--- src/rtl/freq_divider_prog_pkg.sv ---
// Shared definitions for the programmable frequency divider.
package freq_divider_prog_pkg;

  // Output generation modes selected through mode_in.
  typedef enum logic [1:0] {
    MODE_TOGGLE = 2'd0,
    MODE_PULSE  = 2'd1,
    MODE_PWM    = 2'd2,
    MODE_RSVD   = 2'd3
  } mode_e;

endpackage

--- src/rtl/freq_divider_prog_mod_counter.sv ---
// Modulo counter: counts 0..limit while enabled and wraps back to 0.
// Held at 0 while disabled or cleared. Exposes the post-edge count
// so the parent can derive registered outputs without re-computing it.
module freq_divider_prog_mod_counter #(
  parameter int WIDTH = 8
) (
  input  logic             clk,
  input  logic             rst,
  input  logic             en,
  input  logic             clear,
  input  logic [WIDTH-1:0] limit,
  output logic [WIDTH-1:0] cnt_next,
  output logic             wrap
);

  logic [WIDTH-1:0] cnt_q;
  logic [WIDTH-1:0] cnt_d;

  // A wrap edge is any enabled edge where the count sits at the limit.
  assign wrap = en && (cnt_q == limit);

  // Next count: restart at 0 on wrap, clear or idle, otherwise increment.
  always_comb begin
    cnt_d = cnt_q + 1'b1;
    if (!en || clear || wrap) begin
      cnt_d = '0;
    end
  end

  // Count register.
  always_ff @(posedge clk or posedge rst) begin
    if (rst) begin
      cnt_q <= '0;
    end else begin
      cnt_q <= cnt_d;
    end
  end

  assign cnt_next = cnt_d;

endmodule

--- src/rtl/freq_divider_prog.sv ---
// Programmable frequency divider with toggle, pulse and PWM outputs.
// Configuration is written into shadow registers and transferred to the
// active set only at a period boundary (or at once while idle), so a
// reconfiguration never produces a truncated period.
module freq_divider_prog
  import freq_divider_prog_pkg::*;
#(
  parameter int WIDTH     = 8,
  parameter int RESET_DIV = 255
) (
  input  logic             clk,
  input  logic             rst,
  input  logic             en,
  input  logic             cfg_wr,
  input  logic [WIDTH-1:0] div_in,
  input  logic [WIDTH-1:0] duty_in,
  input  logic [1:0]       mode_in,
  output logic             cfg_pending,
  output logic             tc,
  output logic             out
);

  localparam logic [WIDTH-1:0] RESET_DIV_W = WIDTH'(RESET_DIV);

  logic [WIDTH-1:0] div_act_q,  div_act_d;
  logic [WIDTH-1:0] duty_act_q, duty_act_d;
  mode_e            mode_act_q, mode_act_d;
  logic [WIDTH-1:0] div_sh_q,   div_sh_d;
  logic [WIDTH-1:0] duty_sh_q,  duty_sh_d;
  mode_e            mode_sh_q,  mode_sh_d;
  logic             pending_q,  pending_d;
  logic             out_q,      out_d;
  logic             tc_q,       tc_d;

  logic             wrap;
  logic [WIDTH-1:0] cnt_next;
  logic             apply;
  mode_e            mode_eff;
  logic [WIDTH-1:0] duty_eff;

  // Pending config lands on the next wrap edge, or on the next edge when idle.
  assign apply = pending_q && (wrap || !en);

  freq_divider_prog_mod_counter #(
    .WIDTH (WIDTH)
  ) u_mod_counter (
    .clk      (clk),
    .rst      (rst),
    .en       (en),
    .clear    (apply),
    .limit    (div_act_q),
    .cnt_next (cnt_next),
    .wrap     (wrap)
  );

  // Shadow capture and shadow-to-active transfer; apply uses pre-edge shadow.
  always_comb begin
    div_act_d  = div_act_q;
    duty_act_d = duty_act_q;
    mode_act_d = mode_act_q;
    div_sh_d   = div_sh_q;
    duty_sh_d  = duty_sh_q;
    mode_sh_d  = mode_sh_q;
    pending_d  = pending_q;
    if (apply) begin
      div_act_d  = div_sh_q;
      duty_act_d = duty_sh_q;
      mode_act_d = mode_sh_q;
      pending_d  = 1'b0;
    end
    if (cfg_wr) begin
      div_sh_d  = div_in;
      duty_sh_d = duty_in;
      mode_sh_d = mode_e'(mode_in);
      pending_d = 1'b1;
    end
  end

  // Output generation; on an apply edge the incoming config drives the output.
  always_comb begin
    mode_eff = apply ? mode_sh_q : mode_act_q;
    duty_eff = apply ? duty_sh_q : duty_act_q;
    tc_d     = wrap;
    out_d    = 1'b0;
    if (en) begin
      case (mode_eff)
        MODE_TOGGLE: out_d = (wrap && !apply) ? ~out_q : out_q;
        MODE_PULSE:  out_d = wrap;
        MODE_PWM:    out_d = (cnt_next < duty_eff);
        default:     out_d = 1'b0;
      endcase
    end
  end

  // Active, shadow and output registers.
  always_ff @(posedge clk or posedge rst) begin
    if (rst) begin
      div_act_q  <= RESET_DIV_W;
      duty_act_q <= '0;
      mode_act_q <= MODE_TOGGLE;
      div_sh_q   <= RESET_DIV_W;
      duty_sh_q  <= '0;
      mode_sh_q  <= MODE_TOGGLE;
      pending_q  <= 1'b0;
      out_q      <= 1'b0;
      tc_q       <= 1'b0;
    end else begin
      div_act_q  <= div_act_d;
      duty_act_q <= duty_act_d;
      mode_act_q <= mode_act_d;
      div_sh_q   <= div_sh_d;
      duty_sh_q  <= duty_sh_d;
      mode_sh_q  <= mode_sh_d;
      pending_q  <= pending_d;
      out_q      <= out_d;
      tc_q       <= tc_d;
    end
  end

  assign cfg_pending = pending_q;
  assign tc          = tc_q;
  assign out         = out_q;

endmodule

--- config.mk ---
export PLATFORM = sky130hd
export DESIGN_NAME = freq_divider_prog
export DESIGN_NICKNAME = d
export VERILOG_FILES = /design/src/rtl/freq_divider_prog_pkg.sv /design/src/rtl/freq_divider_prog_mod_counter.sv /design/src/rtl/freq_divider_prog.sv
export SDC_FILE = /design/constraint.sdc
export NUM_CORES = 1
export LEC_CHECK = 0
export ABC_AREA = 1
export BUFFER_PORTS_ARGS = -buffer_cell sky130_fd_sc_hd__clkbuf_2
export CORE_ASPECT_RATIO = 0.75
export CORE_UTILIZATION = 29
export DETAILED_ROUTE_END_ITERATION = 10
export GPL_TIMING_DRIVEN = 0
export PLACE_DENSITY_LB_ADDON = 0.2
export SLEW_MARGIN = 20
export SYNTH_ARGS = -nofsm -noshare
export SYNTH_HDL_FRONTEND = slang
export SYNTH_SLANG_ARGS = --single-unit
--- constraint.sdc ---
create_clock -name clk -period 4.4 [get_ports clk]
set_clock_uncertainty 0.1 [all_clocks]
set_input_delay 0.88 -clock clk [delete_from_list [all_inputs] [get_ports clk]]
set_output_delay 0.88 -clock clk [all_outputs]
set_load 0.02 [all_outputs]
==> summary.txt <==
Cells and area
  – Final instance area: 2560 µm²
  – Fin util: 34.7%
  – Area Growth Syn to Fin: 15.5%
  – ANT cells: 0
  – Layout net count: 314
  – # fillers: 793
  – Layout cells sized above 1: 22.8%

Routing
  – TritonRoute pass-1 iters: 4
  – Vias after detailed routing: 1584
  – DR iter-0 viols: 39
  – WL final: between 4000 and 5000 µm
  – Antenna-violating nets left: 0
  – Avg WL per Cell: 11.1 µm
  – DRC: 0
  – Via-to-Cell Ratio: 4.10

Floorplan
  – Die width: 103 µm
  – Core area: 7360 µm²
  – Chip height: 77.7 µm
  – Initial Utilization: 30.1%
  – Cell row count: 27
  – Die ar.: 7990 µm²
  – I/O pin cnt: 25

Setup path
  – Worst Setup Start Kind: flip-flop
  – CP max FO: 10
  – Kind of critical path: reg -> reg
  – Required @ worst endpoint: about 4.5 ns
  – Crit path DAT: 3.14 ns
  – Worst R2R Setup Slack: 1.40 ns
  – CP endpoint kind: flip-flop

Logic synthesis
  – Mapped Area: 2210 µm²
  – Mean Syn Cell Area: about 8.7 µm²
  – Most frequent cell after synthesis: nand2_1
  – EDFF count, synth: 0
  – Mapped Cells: 253
  – Synth cell count leaders: nand2_1, dfrtp_1, inv_1
  – Syn_nets: about 280
  – Area leader, netlist: dfrtp_1
  – Flops & latches, synth: 47
  – Primary FF master, synth: dfrtp_1
  – Top cells by area, synth: dfrtp_1, dfstp_2, nand2_1
  – Synth unique cells: 29
  – Synth warnings: 0
  – Area share of the largest cell type after synthesis: 35.0%
  – FFs w/ async S/R, synth: 100%
  – Post-synthesis sequential area ratio: 54.0%

Power
  – Lkg Pwr: 0.00126 µW
  – Maximum vdd drop: 0.147 mV
  – Pwr dens: 385 nW/µm²

Timing
  – Slew HR: between 60 and 70%
  – Peak Freq: 334 MHz
  – Final Setup Violations: 0
  – Final period util: 68.1%
  – Final Hold Vio Count: 0
  – RSZ-0062 raised after global routing: false
  – Least-Margin Pin Slew: 0.523 ns
  – Slew Viols, Final: 0
  – WHS: 0.372 ns
  – Setup TNS: 0 ns
  – Post-layout min period: 3.00 ns

Clocking
  – Clk pin slew, worst setup/hold paths: 0.09 ns
  – Clk buf depth: 2
  – Post-CTS setup buffers: 0
  – Worst-Skew Late Latency: 0.30 ns
  – Total CTS buffers: 5
  – H-tree Lvls: 2
  – CTS tree: done
  – Post-CTS sizing: 0
  – Total clock sinks: 47
  – Post-CTS Hold Buffers: 0
  – CTS root buf: clkbuf_8

Run status
  – Outcome: finished clean

Placed design
  – IO buf count: 23
  – DPL Wire Length: 3200 µm
  – Final GP Congestion: 0.731
  – Area after DPL: 2470 µm²

Global routing
  – First-pass GRT wire length: 7250 µm
  – GRT Overall Usage: 11.8%
  – Global route total overflow: 0
  – Initial antenna violation count: 0
  – Largest net degree at the start of global routing: 31
  – Vias in the first global route: 1539

Worst hold path
  – HP Class: reg -> reg

Run
  – Max_cap viols: 0
## cell families after synthesis
kind of cell / synth area share, %
AND/OR/NAND/NOR: 23.7
flip-flops: 54.0
adder cells (fa/ha/maj): 4.52
AO/OA/AOI/OAI: 8.48
buffers and inverters: 6.90
XOR/XNOR: 2.37
## final cells by class
cell class                 count  area (µm²)  area share (%)
timing repair buffer          24         135            5.29
inverter                      35         134            5.24
tap                          101         126            4.94
sequential                    47        1200            46.8
clock buffer                   7        76.3            2.99
clock inverter                 1        5.00           0.196
multi-input combinational    166         865            33.8
buffer                         5        18.8           0.734
## worst max-delay path, cell delays in order (launching register included)
cell	delay, ns
dfstp_2	0.55
xnor2_1	0.11
nand2_1	0.07
nor2_1	0.21
nand2_4	0.11
nand2_4	0.15
nand2_8	0.10
clkbuf_1	0.27
o21ai_0	0.31
ha_1	0.29
a21oi_1	0.18
o21ai_0	0.14
nor2_1	0.12
nand2_1	0.09
nand2_1	0.06
nand2_1	0.04
nand2_1	0.05
## registers in the layout, indices dropped and copies added (netlist names)
name / flops
u_mod_counter.cnt_q: 8
tc: 1
div_act_q: 8
duty_act_q: 8
duty_sh_q: 8
out: 1
cfg_pending: 1
div_sh_q: 8
mode_act_q: 2
mode_sh_q: 2
## layer usage
metal,GRT usage [%],vias up,part of all wire [%]
met3,3.06,4,3.2
met2,16.0,19,39
met1,18.2,714,57
met5,0,-,0
li1,-,847,-
met4,2.96,0,0.54
## layout by cell type, fill, tap and decap left out, drive strengths merged
cell	netlist	routed
nand4	1	1
clkbuf	5	35
buf	0	1
nand3b	1	1
and3	1	1
clkinv	1	2
o21ai	31	31
nand3	4	4
nor3b	2	2
or2	9	9
nor3	3	3
xnor2	5	5
a21oi	5	5
inv	34	34
dfrtp	31	31
nor2	13	13
dfstp	16	16
nand2	81	81
xor2	1	1
and2	1	1
ha	8	8
## final timing paths
check / startpoint / endpoint / depth (start not counted)
setup / recovery: div_act_q[7] / out / 16
hold / removal: duty_sh_q[3] / duty_sh_q[3] / 2
setup reg to reg: div_act_q[7] / out / 16
hold reg to reg: duty_sh_q[3] / duty_sh_q[3] / 2
max in group asynchronous: rst / div_act_q[3] / 3
min in group asynchronous: rst / duty_act_q[3] / 2
## power by group
| part | leakage, µW | internal, µW | switching [µW] |
|---|---|---|---|
| clock network | 0.0000422 | 112 | 141 |
| logic | 0.000667 | 79.2 | 119 |
| registers | 0.000549 | 503 | 29.5 |
## per-stage QoR
stage                     instances  power [µW]  setup WS (ns)
final                           386         985           1.40
after global routing            386        1060           1.16
after CTS                       386        1000           1.37
after detailed placement        378         744           1.26
after global placement          377         737           1.26
after floorplan                 253         686           1.95
(Power assumes the default switching activity.)
